## src/rtl/fp_pkg.sv

```systemverilog
// Shared floating-point definitions for the sequential FP units.
// Contents: IEEE-754 single field constants, canonical special encodings,
// the multiplier FSM state type and the operand class type.
package fp_pkg;

  localparam int SIGN_BIT = 31;
  localparam int EXP_BIAS = 127;
  localparam int EXP_MAX  = 255;

  localparam logic [31:0] QNAN    = 32'h7FC0_0000;
  localparam logic [31:0] POS_INF = 32'h7F80_0000;

  typedef enum logic [2:0] {
    IDLE  = 3'd0,
    MULT  = 3'd1,
    NORM  = 3'd2,
    ROUND = 3'd3,
    DONE  = 3'd4
  } fp_state_t;

  typedef enum logic [1:0] {
    ZERO   = 2'd0,
    NORMAL = 2'd1,
    INF    = 2'd2,
    NAN    = 2'd3
  } fp_class_t;

endpackage

```

## src/rtl/fp_classify.sv

```systemverilog
// Combinational operand classifier shared by the sequential FP units.
// Ports:
//   op_a, op_b   : IEEE-754 operands
//   cls_a, cls_b : operand class (ZERO covers denormals, which flush to zero)
//   sig_a, sig_b : significand with hidden bit, forced to 0 for a zero exponent
module fp_classify
  import fp_pkg::*;
#(
  parameter int EXP_W  = 8,
  parameter int FRAC_W = 23
) (
  input  logic [EXP_W+FRAC_W:0] op_a,
  input  logic [EXP_W+FRAC_W:0] op_b,
  output fp_class_t             cls_a,
  output fp_class_t             cls_b,
  output logic [FRAC_W:0]       sig_a,
  output logic [FRAC_W:0]       sig_b
);

  function automatic fp_class_t class_of(input logic [EXP_W-1:0]  exp_f,
                                         input logic [FRAC_W-1:0] frac_f);
    fp_class_t c;
    if (exp_f == {EXP_W{1'b1}}) begin
      if (frac_f != {FRAC_W{1'b0}}) begin
        c = NAN;
      end else begin
        c = INF;
      end
    end else if (exp_f == {EXP_W{1'b0}}) begin
      c = ZERO;
    end else begin
      c = NORMAL;
    end
    return c;
  endfunction

  function automatic logic [FRAC_W:0] sig_of(input logic [EXP_W-1:0]  exp_f,
                                             input logic [FRAC_W-1:0] frac_f);
    logic [FRAC_W:0] s;
    if (exp_f == {EXP_W{1'b0}}) begin
      s = {(FRAC_W+1){1'b0}};
    end else begin
      s = {1'b1, frac_f};
    end
    return s;
  endfunction

  // Classify both operands and extract their significands.
  always_comb begin
    cls_a = class_of(op_a[EXP_W+FRAC_W-1:FRAC_W], op_a[FRAC_W-1:0]);
    cls_b = class_of(op_b[EXP_W+FRAC_W-1:FRAC_W], op_b[FRAC_W-1:0]);
    sig_a = sig_of(op_a[EXP_W+FRAC_W-1:FRAC_W], op_a[FRAC_W-1:0]);
    sig_b = sig_of(op_b[EXP_W+FRAC_W-1:FRAC_W], op_b[FRAC_W-1:0]);
  end

endmodule

```

## src/rtl/fp_mul_seq.sv

```systemverilog
// Multicycle IEEE-754 single-precision multiplier (shift-add, one partial
// product per cycle, fixed 27-cycle busy window, round to nearest even,
// denormals flushed to zero).
// Ports:
//   clk, reset_n : rising-edge clock, synchronous active-low reset
//   start        : request, sampled only while idle (busy=0)
//   opA, opB     : multiplicand / multiplier
//   busy         : high from the cycle after acceptance until done
//   done         : one-cycle pulse when result/flags are valid
//   result       : rounded product, held until the next completion
//   overflow, underflow, invalid : status flags, valid with done, held,
//                  cleared when a new start is accepted
module fp_mul_seq
  import fp_pkg::*;
#(
  parameter int EXP_W  = 8,
  parameter int FRAC_W = 23
) (
  input  logic                  clk,
  input  logic                  reset_n,
  input  logic                  start,
  input  logic [EXP_W+FRAC_W:0] opA,
  input  logic [EXP_W+FRAC_W:0] opB,
  output logic                  busy,
  output logic                  done,
  output logic [EXP_W+FRAC_W:0] result,
  output logic                  overflow,
  output logic                  underflow,
  output logic                  invalid
);

  localparam int W  = 1 + EXP_W + FRAC_W;
  localparam int SW = FRAC_W + 1;
  localparam int XW = EXP_W + 2;
  localparam int AW = 2 * SW;

  localparam logic signed [XW-1:0] BIAS_X = XW'(EXP_BIAS);
  localparam logic signed [XW-1:0] MAX_X  = XW'(EXP_MAX);
  localparam logic signed [XW-1:0] ONE_X  = XW'(1);
  localparam logic signed [XW-1:0] ZERO_X = XW'(0);
  localparam logic [4:0]           LAST_CNT = 5'(FRAC_W);

  fp_state_t state_r, state_s;

  fp_class_t       cls_a_s, cls_b_s, cls_a_r, cls_b_r;
  logic [SW-1:0]   sig_a_s, sig_b_s;
  logic [SW-1:0]   mcand_r, mplier_r;
  logic            sign_r;
  logic signed [XW-1:0] exp_r, exp_sum_s, exp_norm_s, exp_rnd_s;
  logic [AW-1:0]   acc_r, acc_next_s;
  logic [SW:0]     partial_s;
  logic [4:0]      cnt_r;

  logic [SW-1:0]   mant_r, mant_norm_s;
  logic            g_r, r_r, s_r, g_s, r_s, s_s;
  logic            rnd_inc_s;
  logic [SW:0]     mant_inc_s;
  logic [FRAC_W-1:0] frac_rnd_s;

  logic [W-1:0]    res_rnd_s, res_pend_r;
  logic            ovf_s, unf_s, inv_s;
  logic            ovf_pend_r, unf_pend_r, inv_pend_r;

  logic            busy_r, done_r, ovf_r, unf_r, inv_r;
  logic [W-1:0]    result_r;

  assign busy      = busy_r;
  assign done      = done_r;
  assign result    = result_r;
  assign overflow  = ovf_r;
  assign underflow = unf_r;
  assign invalid   = inv_r;

  fp_classify #(
    .EXP_W  (EXP_W),
    .FRAC_W (FRAC_W)
  ) u_classify (
    .op_a  (opA),
    .op_b  (opB),
    .cls_a (cls_a_s),
    .cls_b (cls_b_s),
    .sig_a (sig_a_s),
    .sig_b (sig_b_s)
  );

  // Biased exponent sum ea+eb-bias, widened so overflow/underflow stay visible.
  always_comb begin
    exp_sum_s = $signed({2'b00, opA[W-2:FRAC_W]}) + $signed({2'b00, opB[W-2:FRAC_W]}) - BIAS_X;
  end

  // State register.
  always_ff @(posedge clk) begin
    if (!reset_n) begin
      state_r <= IDLE;
    end else begin
      state_r <= state_s;
    end
  end

  // Next-state logic.
  always_comb begin
    state_s = state_r;
    case (state_r)
      IDLE: begin
        if (start) begin
          state_s = MULT;
        end else begin
          state_s = IDLE;
        end
      end
      MULT: begin
        if (cnt_r == LAST_CNT) begin
          state_s = NORM;
        end else begin
          state_s = MULT;
        end
      end
      NORM:    state_s = ROUND;
      ROUND:   state_s = DONE;
      DONE:    state_s = IDLE;
      default: state_s = IDLE;
    endcase
  end

  // One shift-add step: conditionally add the multiplicand into the upper
  // half, then shift the whole accumulator right keeping the carry.
  always_comb begin
    if (mplier_r[0]) begin
      partial_s = {1'b0, acc_r[AW-1:SW]} + {1'b0, mcand_r};
    end else begin
      partial_s = {1'b0, acc_r[AW-1:SW]};
    end
    acc_next_s = {partial_s, acc_r[SW-1:1]};
  end

  // Normalisation: the product of two [1,2) significands lies in [1,4).
  always_comb begin
    if (acc_r[AW-1]) begin
      mant_norm_s = acc_r[AW-1:SW];
      g_s         = acc_r[SW-1];
      r_s         = acc_r[SW-2];
      s_s         = |acc_r[SW-3:0];
      exp_norm_s  = exp_r + ONE_X;
    end else begin
      mant_norm_s = acc_r[AW-2:SW-1];
      g_s         = acc_r[SW-2];
      r_s         = acc_r[SW-3];
      s_s         = |acc_r[SW-4:0];
      exp_norm_s  = exp_r;
    end
  end

  // Rounding, range check and special-case override.
  always_comb begin
    rnd_inc_s  = g_r & (r_r | s_r | mant_r[0]);
    mant_inc_s = {1'b0, mant_r} + {{SW{1'b0}}, rnd_inc_s};
    if (mant_inc_s[SW]) begin
      frac_rnd_s = mant_inc_s[SW-1:1];
      exp_rnd_s  = exp_r + ONE_X;
    end else begin
      frac_rnd_s = mant_inc_s[FRAC_W-1:0];
      exp_rnd_s  = exp_r;
    end

    res_rnd_s = {W{1'b0}};
    ovf_s     = 1'b0;
    unf_s     = 1'b0;
    inv_s     = 1'b0;
    if ((cls_a_r == NAN) || (cls_b_r == NAN)) begin
      res_rnd_s = QNAN;
      inv_s     = 1'b1;
    end else if (((cls_a_r == INF) && (cls_b_r == ZERO)) ||
                 ((cls_a_r == ZERO) && (cls_b_r == INF))) begin
      res_rnd_s = QNAN;
      inv_s     = 1'b1;
    end else if ((cls_a_r == INF) || (cls_b_r == INF)) begin
      res_rnd_s = {sign_r, POS_INF[W-2:0]};
    end else if ((cls_a_r == ZERO) || (cls_b_r == ZERO)) begin
      res_rnd_s = {sign_r, {(W-1){1'b0}}};
    end else if (exp_rnd_s >= MAX_X) begin
      res_rnd_s = {sign_r, POS_INF[W-2:0]};
      ovf_s     = 1'b1;
    end else if (exp_rnd_s <= ZERO_X) begin
      res_rnd_s = {sign_r, {(W-1){1'b0}}};
      unf_s     = 1'b1;
    end else begin
      res_rnd_s = {sign_r, exp_rnd_s[EXP_W-1:0], frac_rnd_s};
    end
  end

  // Datapath registers, advanced according to the current state.
  always_ff @(posedge clk) begin
    if (!reset_n) begin
      sign_r     <= 1'b0;
      exp_r      <= ZERO_X;
      mcand_r    <= {SW{1'b0}};
      mplier_r   <= {SW{1'b0}};
      cls_a_r    <= ZERO;
      cls_b_r    <= ZERO;
      acc_r      <= {AW{1'b0}};
      cnt_r      <= 5'd0;
      mant_r     <= {SW{1'b0}};
      g_r        <= 1'b0;
      r_r        <= 1'b0;
      s_r        <= 1'b0;
      res_pend_r <= {W{1'b0}};
      ovf_pend_r <= 1'b0;
      unf_pend_r <= 1'b0;
      inv_pend_r <= 1'b0;
    end else begin
      case (state_r)
        IDLE: begin
          if (start) begin
            sign_r   <= opA[W-1] ^ opB[W-1];
            exp_r    <= exp_sum_s;
            mcand_r  <= sig_a_s;
            mplier_r <= sig_b_s;
            cls_a_r  <= cls_a_s;
            cls_b_r  <= cls_b_s;
            acc_r    <= {AW{1'b0}};
            cnt_r    <= 5'd0;
          end
        end
        MULT: begin
          acc_r    <= acc_next_s;
          mplier_r <= mplier_r >> 1;
          cnt_r    <= cnt_r + 5'd1;
        end
        NORM: begin
          mant_r <= mant_norm_s;
          g_r    <= g_s;
          r_r    <= r_s;
          s_r    <= s_s;
          exp_r  <= exp_norm_s;
        end
        ROUND: begin
          res_pend_r <= res_rnd_s;
          ovf_pend_r <= ovf_s;
          unf_pend_r <= unf_s;
          inv_pend_r <= inv_s;
        end
        default: begin
        end
      endcase
    end
  end

  // Registered outputs: busy follows the next state, done marks DONE exit.
  always_ff @(posedge clk) begin
    if (!reset_n) begin
      busy_r   <= 1'b0;
      done_r   <= 1'b0;
      result_r <= {W{1'b0}};
      ovf_r    <= 1'b0;
      unf_r    <= 1'b0;
      inv_r    <= 1'b0;
    end else begin
      busy_r <= (state_s != IDLE);
      done_r <= (state_r == DONE);
      if (state_r == DONE) begin
        result_r <= res_pend_r;
        ovf_r    <= ovf_pend_r;
        unf_r    <= unf_pend_r;
        inv_r    <= inv_pend_r;
      end else if ((state_r == IDLE) && start) begin
        ovf_r <= 1'b0;
        unf_r <= 1'b0;
        inv_r <= 1'b0;
      end
    end
  end

endmodule

```

## config.mk

```make
export PLATFORM = sky130hd
export DESIGN_NAME = fp_mul_seq
export DESIGN_NICKNAME = d
export VERILOG_FILES = /design/src/rtl/fp_pkg.sv /design/src/rtl/fp_classify.sv /design/src/rtl/fp_mul_seq.sv
export SDC_FILE = /design/constraint.sdc
export NUM_CORES = 1
export LEC_CHECK = 0
export ABC_AREA = 1
export CORE_ASPECT_RATIO = 1.2
export CORE_UTILIZATION = 35
export DETAILED_ROUTE_END_ITERATION = 7
export DONT_BUFFER_PORTS = 1
export GPL_ROUTABILITY_DRIVEN = 0
export PLACE_DENSITY = 0.56
export SETUP_SLACK_MARGIN = 0.15
export SLEW_MARGIN = 20
export SYNTH_ARGS = -nofsm -noshare
export SYNTH_HDL_FRONTEND = slang
export SYNTH_HIERARCHICAL = 1
export SYNTH_SLANG_ARGS = --single-unit
```

## constraint.sdc

```tcl
create_clock -name clk -period 2.35 [get_ports clk]
set_clock_uncertainty 0.05 [all_clocks]
set_input_delay 0.235 -clock clk [delete_from_list [all_inputs] [get_ports clk]]
set_output_delay 0.235 -clock clk [all_outputs]
set_load 0.02 [all_outputs]
```

; ---- Word level (Yosys, flattened, before mapping)
; Cells that the tools add are included.
[totals]
mem_bits_rw = 0
wordCells = 121
rom_bits = 0
n_memories = 0
latchBits = 0
inputBits = 67
ff_bits = 218
out_inout_bits = 37
[op_classes]
addsub = 6
mul = 0
n_reduce_logical = 23
shifts = 0
bitwise = 4
n_eq_ne = 13
n_lt_le_gt_ge = 2
div_mod_pow = 0
muxes = 50
[op_table]
columns = cell, n
row1 = 2-to-1 mux 31 bit, 4
row2 = 2-to-1 mux 24 bit, 4
row3 = case mux 48 bit (2 select lines), 1
row4 = 2-to-1 mux 32 bit, 2
row5 = 2-to-1 mux 48 bit, 1
row6 = case mux 24 bit (2 select lines), 1
row7 = nonzero test 23 bit, 2
row8 = 2-to-1 mux 10 bit, 3
row9 = adder 24 x 1 -> 25 bit, 1
row10 = adder 24 x 24 -> 25 bit, 1
row11 = 2-to-1 mux 1 bit, 25
row12 = 2-to-1 mux 25 bit, 1
row13 = 2-to-1 mux 23 bit, 1
row14 = OR reduction 22 bit, 1
row15 = OR reduction 21 bit, 1
row16 = case mux 10 bit (2 select lines), 1
row17 = equality test 8 bit (second input constant), 2
row18 = logical NOT 8 bit, 2
row19 = case mux 3 bit (4 select lines), 1
row20 = adder 10 x 2 -> 10 bit (second input constant), 1
row21 = >= comparator 10 x 9 -> 1 bit (second input constant), 1
row22 = less-or-equal comparator 10 x 1 -> 1 bit (second input constant), 1
row23 = case mux 5 bit (2 select lines), 1
row24 = subtractor 9 x 7 -> 10 bit (second input constant), 1
row25 = 21 further kinds, 38

; ---- Longest topological paths before layout
; Gate-level depths: netlist of run 1.
[logic_depth]
ltp_word = 12
depth_mapped = 17
ltp_nobuf = 17

; ---- Hierarchy
; Netlist of run 1, hierarchy kept.
[modules_own_cells]
columns = module, seq_area_each_um2, cells_each, area_each_um2, n_inst
row1 = fp_mul_seq, 4364.2, 1721, 11592.4, 1
row2 = fp_classify, 0.0, 181, 721.9, 1

; ---- Least setup slack after synthesis of run 1
; Ideal clock, no wire load.
[synth_path]
kind = reg-to-reg
start = register g_r
end = register res_pend_r[3]
setup_slack_ns = 0.125
stages_incl_launch_ff = 17
synth_period_minus_slack_ns = 2.225
setup_time_ns = 0.132
required_ns = 2.168
arrival_ns = 2.042
path_buffers = 2
path_cell_list = dfxtp_1 -> nand2_1 -> inv_1 -> ha_1 -> nand3_2 -> nor3_4 -> buf_4 -> nand3_1 -> nand2_1 -> nand2_1 -> nor2_1 -> nand2_1 -> nand2_1 -> nand2_2 -> buf_6 -> nand3b_1 -> a21oi_1
[synth_via]
elab_chain_len = 10
word_cells_on_any_way = 12
classes_between = add/sub (1) / order compare (2) / mux (8) / bitwise (1)
[synth_lines]
columns = item, line_no
row1 = start: declaration, fp_mul_seq.sv:55  ; logic g_r, r_r, s_r, g_s, r_s, s_s;
row2 = start signal: assignment, fp_mul_seq.sv:231  ; g_r <= g_s;
row3 = AND 1 bit (*), fp_mul_seq.sv:155  ; rnd_inc_s = g_r & (r_r | s_r | mant_r[0]);
row4 = adder 24 x 1 -> 25 bit (*), fp_mul_seq.sv:156  ; mant_inc_s = {1'b0, mant_r} + {{SW{1'b0}}, rnd_inc_s};
row5 = 2-to-1 mux 10 bit, fp_mul_seq.sv:157  ; if (mant_inc_s[SW]) begin
row6 = less-or-equal comparator 10 x 1 -> 1 bit, fp_mul_seq.sv:183  ; end else if (exp_rnd_s <= ZERO_X) begin
row7 = 2-to-1 mux 31 bit, fp_mul_seq.sv:183
row8 = 2-to-1 mux 31 bit (*), fp_mul_seq.sv:180  ; end else if (exp_rnd_s >= MAX_X) begin
row9 = 2-to-1 mux 31 bit (*), fp_mul_seq.sv:178  ; end else if ((cls_a_r == ZERO) || (cls_b_r == ZERO)) begin
row10 = 2-to-1 mux 31 bit (*), fp_mul_seq.sv:176  ; end else if ((cls_a_r == INF) || (cls_b_r == INF)) begin
row11 = 2-to-1 mux 32 bit (*), fp_mul_seq.sv:172  ; end else if (((cls_a_r == INF) && (cls_b_r == ZERO)) ||
row12 = 2-to-1 mux 32 bit (*), fp_mul_seq.sv:169  ; if ((cls_a_r == NAN) || (cls_b_r == NAN)) begin
row13 = end signal: assignment, fp_mul_seq.sv:206  ; res_pend_r <= {W{1'b0}};
row14 = end signal: assignment, fp_mul_seq.sv:237  ; res_pend_r <= res_rnd_s;
row15 = end: declaration, fp_mul_seq.sv:60  ; logic [W-1:0] res_rnd_s, res_pend_r;
; Every way passes the cells marked *; elsewhere a longest branch is shown, timed or not.
; A chain may end at the register's enable or synchronous reset.

; ---- Worst setup path in the final report of run 1
[layout_path]
start = register g_r
end = register res_pend_r[4]
; Same word-level chain as after synthesis.

==> results of run 1 <==
==> power groups by stage <==
| stage | clock [mW] | sequential [mW] | combinational, mW |
|---|---|---|---|
| floorplan | 0 | 3.97 | 0.789 |
| global placement | 0 | 4.00 | 1.07 |
| detailed placement | 0 | 4.00 | 1.07 |
| CTS | 4.37 | 3.92 | 1.17 |
| global route | 4.52 | 3.95 | 1.48 |
| finish | 4.25 | 3.93 | 1.33 |
==> worst register-to-register path, cell delays in order, from the launching register on <==
cell	delay, ns
dfxtp_2	0.33
nand2_2	0.06
inv_2	0.07
ha_4	0.14
nand3_4	0.08
nor3_4	0.19
buf_12	0.17
nand2_8	0.07
clkbuf_16	0.17
nand2_2	0.05
nand2_2	0.05
nand2_1	0.05
nor2_1	0.04
nand2_1	0.07
nand2_2	0.10
inv_4	0.13
clkbuf_16	0.17
nand3_1	0.08
a21oi_1	0.12
==> area by class of cell <==
| class | count | area share (%) |
|---|---|---|
| multi-input cells | 1400 | 46.9 |
| flip-flops and latches | 218 | 28.1 |
| repair buffers | 177 | 10.8 |
| clock buffers | 36 | 4.87 |
| inverters | 195 | 4.72 |
| well taps | 456 | 3.66 |
| clock inverters | 12 | 0.970 |
| diodes | 1 | 0.0160 |
==> Yosys cell counts, drive strengths merged (5+ instances only) <==
| library cell | count | share of area (%) |
|---|---|---|
| nand2 | 485 | 15 |
| nor2 | 253 | 7.9 |
| dfxtp | 218 | 35 |
| a21oi | 214 | 8.7 |
| inv | 192 | 5.9 |
| o21ai | 163 | 6.6 |
| nand3 | 77 | 3.2 |
| clkbuf | 72 | 2.2 |
| a31oi | 42 | 2.1 |
| ha | 42 | 4.3 |
| nand4 | 28 | 1.4 |
| xor2 | 25 | 1.8 |
| nor3 | 22 | 1.1 |
| buf | 18 | 1.1 |
| nand3b | 8 | 0.49 |
| xnor2 | 5 | 0.36 |
==> registers in the layout (all words and copies together), names as in the netlist, 2 cells and up <==
signal	cells
state_r	3
exp_r	10
mant_r	24
acc_r	48
mcand_r	24
cnt_r	5
cls_b_r	2
mplier_r	24
res_pend_r	32
result	32
cls_a_r	2
==> what timing repair did <==
item / CTS / global route
gates resized for setup: 12 / 119
cloned: 1 / 8
pin swaps: 4 / 21
hold buffers: 47 / 2
setup endpoints to repair: 35 / 51
setup buffers: 2 / 5
endpoints found under the hold margin: 123 / 3
==> cells by family after synthesis <==
logic type,Yosys count,share of synthesized area [%]
compound gates,443,19.1
flops,218,35.4
simple gates,882,29.5
xor+xnor,30,2.13
buf+inv,285,9.23
fa+ha+maj,44,4.59
==> path summary, 6_finish.rpt <==
kind | from | depth (start not counted) | to
max reg2reg | g_r$_SDFFE_PN0P_ | 18 | res_pend_r[4]$_SDFFE_PN0P_
max | g_r$_SDFFE_PN0P_ | 18 | res_pend_r[4]$_SDFFE_PN0P_
min | opB[23] | 5 | exp_r[0]$_SDFFE_PN0P_
min reg2reg | res_pend_r[27]$_SDFFE_PN0P_ | 2 | result[27]$_SDFFE_PN0P_
==> layer usage <==
| layer | global-route usage, % | wire (µm) | vias up |
|---|---|---|---|
| met5 | 0 | 0 | - |
| met4 | 7.02 | 1140 | 0 |
| met3 | 2.34 | 1490 | 72 |
| met2 | 35.1 | 18200 | 270 |
| met1 | 25.4 | 16400 | 5667 |
| li1 | - | - | 6465 |
==> stage by stage <==
step,setup slack [ns],cells,util [%],power (mW)
after global placement,0.0549,2381,39.2,5.06
after detailed placement,-0.000718,2381,39.2,5.07
after global routing,-0.0589,2495,45.4,9.95
after floorplan,0.160,1902,-,4.75
after CTS,0.0974,2479,43.5,9.46
final,0.0966,2495,45.4,9.52
==> reports/metrics.yaml, run 1 <==
logic_synthesis:
  syn-num-nets: 2013
  synth_edf_count: 0
  synth_cell_types: 49
  seq_area_frac_synth_pct: 35.4
  syn_avg_cell_area_um2: 6.47
  async_flop_share_pct: 0
  synth_cells: 1902
  ys.flop_type: "dfxtp_1"
  ys_seq_elements: 218
  synth-warning-count: 6
  syn_area_um2: 12300
clock_tree:
  ctsRootBufferMaster: "clkbuf_16"
  clock_latency_ns: 0.55
  cts_buffer_depth: 3
  cts_tree: "done"
  clk_pin_slew_ns: 0.06
  numCtsBuffers: 26
  htree_levels: 1
  clock_sinks: 218
placed_design:
  placed_cell_area_um2: 13500
  post-dp-hpwl_um: 26000
  io_buffers: 0
floorplanning:
  core_area_um2: 34400
  die_w_um: 173
  die_h_um: 207
  num_rows: 74
  initial_core_util_pct: 35.8
  die_area_um2: 35900
  pin_count: 104
detailed_routing:
  routed_wl_um: 37200
  via_per_inst: 5.00
  vias: 12474
  routedWlPerCell_um: 14.9
  drt-pass1-iter-count: 5
  ant_nets: 0
  drc_errors: 0
  first_iter_violations: 963
layout:
  nFillCells: 3511
  multiInputGateArea_um2: 7310
  finalInstanceArea_um2: 15600
  drive_gt1_share_pct: 15.1
  final_common_cell: "nand2_1"
  ff_latch_area_um2: 4380
  final_net_count: 2129
  syn_to_final_growth_pct: 26.7
  layout_common_cells: "nand2_1 (449), nor2_1 (233), dfxtp_1 (206)"
timing:
  fin_hold_ws_ns: 0.0248
  slew_headroom_pct: 55.5
  finalSetupViolations: 0
  finalSetupTns_ns: 0
  finalHoldViolCount: 0
  rsz0062_at_grt: "true"
  drv_slew: 0
  fmax_mhz: 444
  post-route-min-period_ns: 2.25
  finalCritPeriodShare_pct: 95.9
  tightest_slew_ns: 0.663
min_path:
  hold_class: "primary input to flop"
grt:
  grt_pass1_wl_um: 59600
  antenna_found_initial: 1
  grt_pass1_vias: 11806
  grt_max_degree: 103
  grt_usage_pct: 20.1
  grt_overflow_total: 0
worst_setup_path:
  critPathRequiredTime_ns: 2.77
  reg2reg_slack_ns: 0.1
  cpMostUsedCell: "nand2_2"
  critical_path_class: "flop to flop"
  cp_slowest_stage_delay_ns: 0.33
  worstSetupStartpointType: "flop"
  slowest_stage: "dfxtp_2"
  path_cells: "nand2_2 > inv_2 > ha_4 > nand3_4 > nor3_4 > buf_12 > nand2_8 > clkbuf_16 > nand2_2 > nand2_2 > nand2_1 > nor2_1 > nand2_1 > nand2_2 > inv_4 > clkbuf_16 > nand3_1 > a21oi_1"
  worstPathArrival_ns: 2.67
  cp.buffers_inverters: 5
  crit_fanout: 6
  worstSetupEndpointType: "flop"
  path_delay_family: "simple AND/OR/NAND/NOR gates"
power_and_ir_drop:
  power_density_nw_per_um2: 610
  p_clk_share_pct: 44.7
  ir_worst_vdd_mv: 0.496
  p_leak_nw: 6.19
  switchingPower_mw: 2.56
  pwr-share-comb_pct: 14.0
  swShare_pct: 26.9
  p_seq_share_pct: 41.3
  power.internal_mw: 6.96
run:
  cap_violations: 0
status:
  status: "completed"
(Power assumes the default switching activity.)
==> run 2: changes to the inputs <==
--- a/config.mk
+++ b/config.mk
@@ -6,7 +6,7 @@
 export NUM_CORES = 1
 export LEC_CHECK = 0
 export ABC_AREA = 1
-export CORE_ASPECT_RATIO = 1.2
+export CORE_ASPECT_RATIO = 0.6
 export CORE_UTILIZATION = 35
 export DETAILED_ROUTE_END_ITERATION = 7
 export DONT_BUFFER_PORTS = 1
==> run 2 against run 1 <==
  * Fmax down 2.7%
  * Non-clock buffer count up 66
  * Largest power group is now registers
  * Critical path depth down 1
  * Global-route usage up 1.4 points
  * Wire length up 7.9%
  * Combinational power up 9.8%
  * Register-to-register slack worse by 0.06 ns
  * Flip-flop and latch count unchanged
==> reports/metrics.yaml, run 2 (synthesized netlist as in run 1, its figures left out) <==
min_path:
  hold_class: "primary input to flop"
worst_setup_path:
  crit_fanout: 8
  worstSetupEndpointType: "flop"
  critical_path_class: "flop to flop"
  critPathRequiredTime_ns: 2.71
  worstPathArrival_ns: 2.68
  worstSetupStartpointType: "flop"
layout:
  final_common_cell: "nand2_1"
  final_net_count: 2191
  insertedDiodeCount: 0
  layout_common_cells: "nand2_1 (438), nor2_1 (227), dfxtp_1 (205)"
  postLayoutCoreUtil_pct: 47.9
  largest_reg_flops: 48
  nFillCells: 3477
  drive_gt1_share_pct: 16.7
  finalInstanceArea_um2: 16400
  largest_register: "acc_r"
  syn_to_final_growth_pct: 33.0
timing:
  finalHoldViolCount: 0
  fmax_mhz: 432
  drv_slew: 0
  rsz0062_at_grt: "true"
  finalSetupViolations: 0
  finalCritPeriodShare_pct: 98.6
  tightest_slew_ns: 1.03
  post-route-min-period_ns: 2.32
  slew_headroom_pct: 30.9
detailed_routing:
  first_iter_violations: 1020
  routed_wl_um: 40100
  ant_nets: 0
  drc_errors: 0
  drt-pass1-iter-count: 6
  vias: 13161
  via_per_inst: 5.15
  routedWlPerCell_um: 15.7
clock_tree:
  clock_sinks: 218
  cts_tree: "done"
  ctsRootBufferMaster: "clkbuf_16"
  cts_buffer_depth: 3
  clk_pin_slew_ns: 0.07
  htree_levels: 1
  clock_latency_ns: 0.54
  numCtsBuffers: 23
grt:
  grt_overflow_total: 0
  grt_max_degree: 59
  grt_usage_pct: 21.5
  grt_pass1_vias: 12222
  grt_pass1_wl_um: 63100
  antenna_found_initial: 1
floorplanning:
  die_area_um2: 36000
  die_w_um: 244
  num_rows: 52
  die_h_um: 147
  initial_core_util_pct: 36.1
  pin_count: 104
  core_area_um2: 34200
placed_design:
  io_buffers: 0
  placed_cell_area_um2: 13500
  post-dp-hpwl_um: 26800
power_and_ir_drop:
  ir_worst_vdd_mv: 0.546
  p_leak_nw: 6.42
  power_density_nw_per_um2: 567
run:
  cap_violations: 0
status:
  status: "completed"
==> run 2: cell count changes in the layout (fill, tap and decap cells not counted), sizes merged <==
cell | before | now
diode | 1 | 0
nand2 | 486 | 485
buf | 124 | 130
dlygate4sd3 | 48 | 110
clkbuf | 41 | 32
inv | 193 | 192
==> run 2: final timing paths <==
path / from / to / slack, ns / depth (start not counted)
worst max-delay path: g_r$_SDFFE_PN0P_ / res_pend_r[2]$_SDFFE_PN0P_ / 0.03 / 17
worst min-delay path: opB[23] / exp_r[0]$_SDFFE_PN0P_ / 0.02 / 5
worst max register to register: g_r$_SDFFE_PN0P_ / res_pend_r[2]$_SDFFE_PN0P_ / 0.03 / 17
worst min register to register: res_pend_r[27]$_SDFFE_PN0P_ / result[27]$_SDFFE_PN0P_ / 0.41 / 2
==> run 2: power breakdown <==
part / switching (mW) / leakage [nW] / internal, mW
clock: 1.62 / 0.388 / 2.28
sequential: 0.109 / 1.78 / 3.82
combinational: 0.848 / 4.25 / 0.613
total: 2.58 / 6.42 / 6.71
==> run 2: cell type report <==
type / count / area (µm²) / area share, %
clock buffers: 29 / 648 / 3.96
clock inverters: 11 / 143 / 0.871
inverters: 195 / 741 / 4.52
multi-input cells: 1399 / 7570 / 46.2
flip-flops and latches: 218 / 4380 / 26.8
well taps: 459 / 574 / 3.51
repair buffers: 243 / 2310 / 14.1
==> run 2: through the flow <==
| step | hold WS [ns] | setup slack (ns) | cells | power [mW] | TNS, ns |
|---|---|---|---|---|---|
| after floorplan | 0.375 | 0.160 | 1902 | 4.75 | 0 |
| after global placement | 0.328 | 0.0286 | 2387 | 5.05 | 0 |
| after detailed placement | 0.325 | -0.0408 | 2387 | 5.06 | -0.197 |
| after CTS | 0.0102 | 0.0928 | 2541 | 9.15 | 0 |
| after global routing | 0.0292 | -0.128 | 2554 | 9.72 | -2.12 |
| final | 0.0229 | 0.0333 | 2554 | 9.29 | 0 |
==> run 2: worst max-delay path: stages (launching register included) <==
cell	delay, ns
dfxtp_2	0.34
nand2_2	0.06
inv_2	0.07
ha_4	0.14
nand3_4	0.08
nor3_4	0.15
buf_12	0.16
buf_12	0.12
nand3b_1	0.10
nand2_2	0.14
nand2_2	0.08
nor2_4	0.13
nand2_2	0.06
nand2_2	0.07
nand2_4	0.10
clkbuf_16	0.19
nand3_4	0.09
a21oi_2	0.06
==> run 2: layer usage <==
layer / vias up / GRT usage, % / routed length (µm)
li1: 6581 / - / -
met1: 6180 / 32.2 / 20200
met2: 353 / 31.8 / 16600
met3: 47 / 4.44 / 2770
met4: 0 / 3.31 / 601
met5: - / 0 / 0
==> run 2: timing repair <==
item | 4_1_cts | 5_1_grt
pin swaps | 4 | 54
endpoints found under the setup margin | 40 | 71
hold endpoints to repair | 123 | 0
gates cloned | 1 | 4
resized for setup | 20 | 185
buffers inserted | 2 | 9
hold buffers | 111 | 0
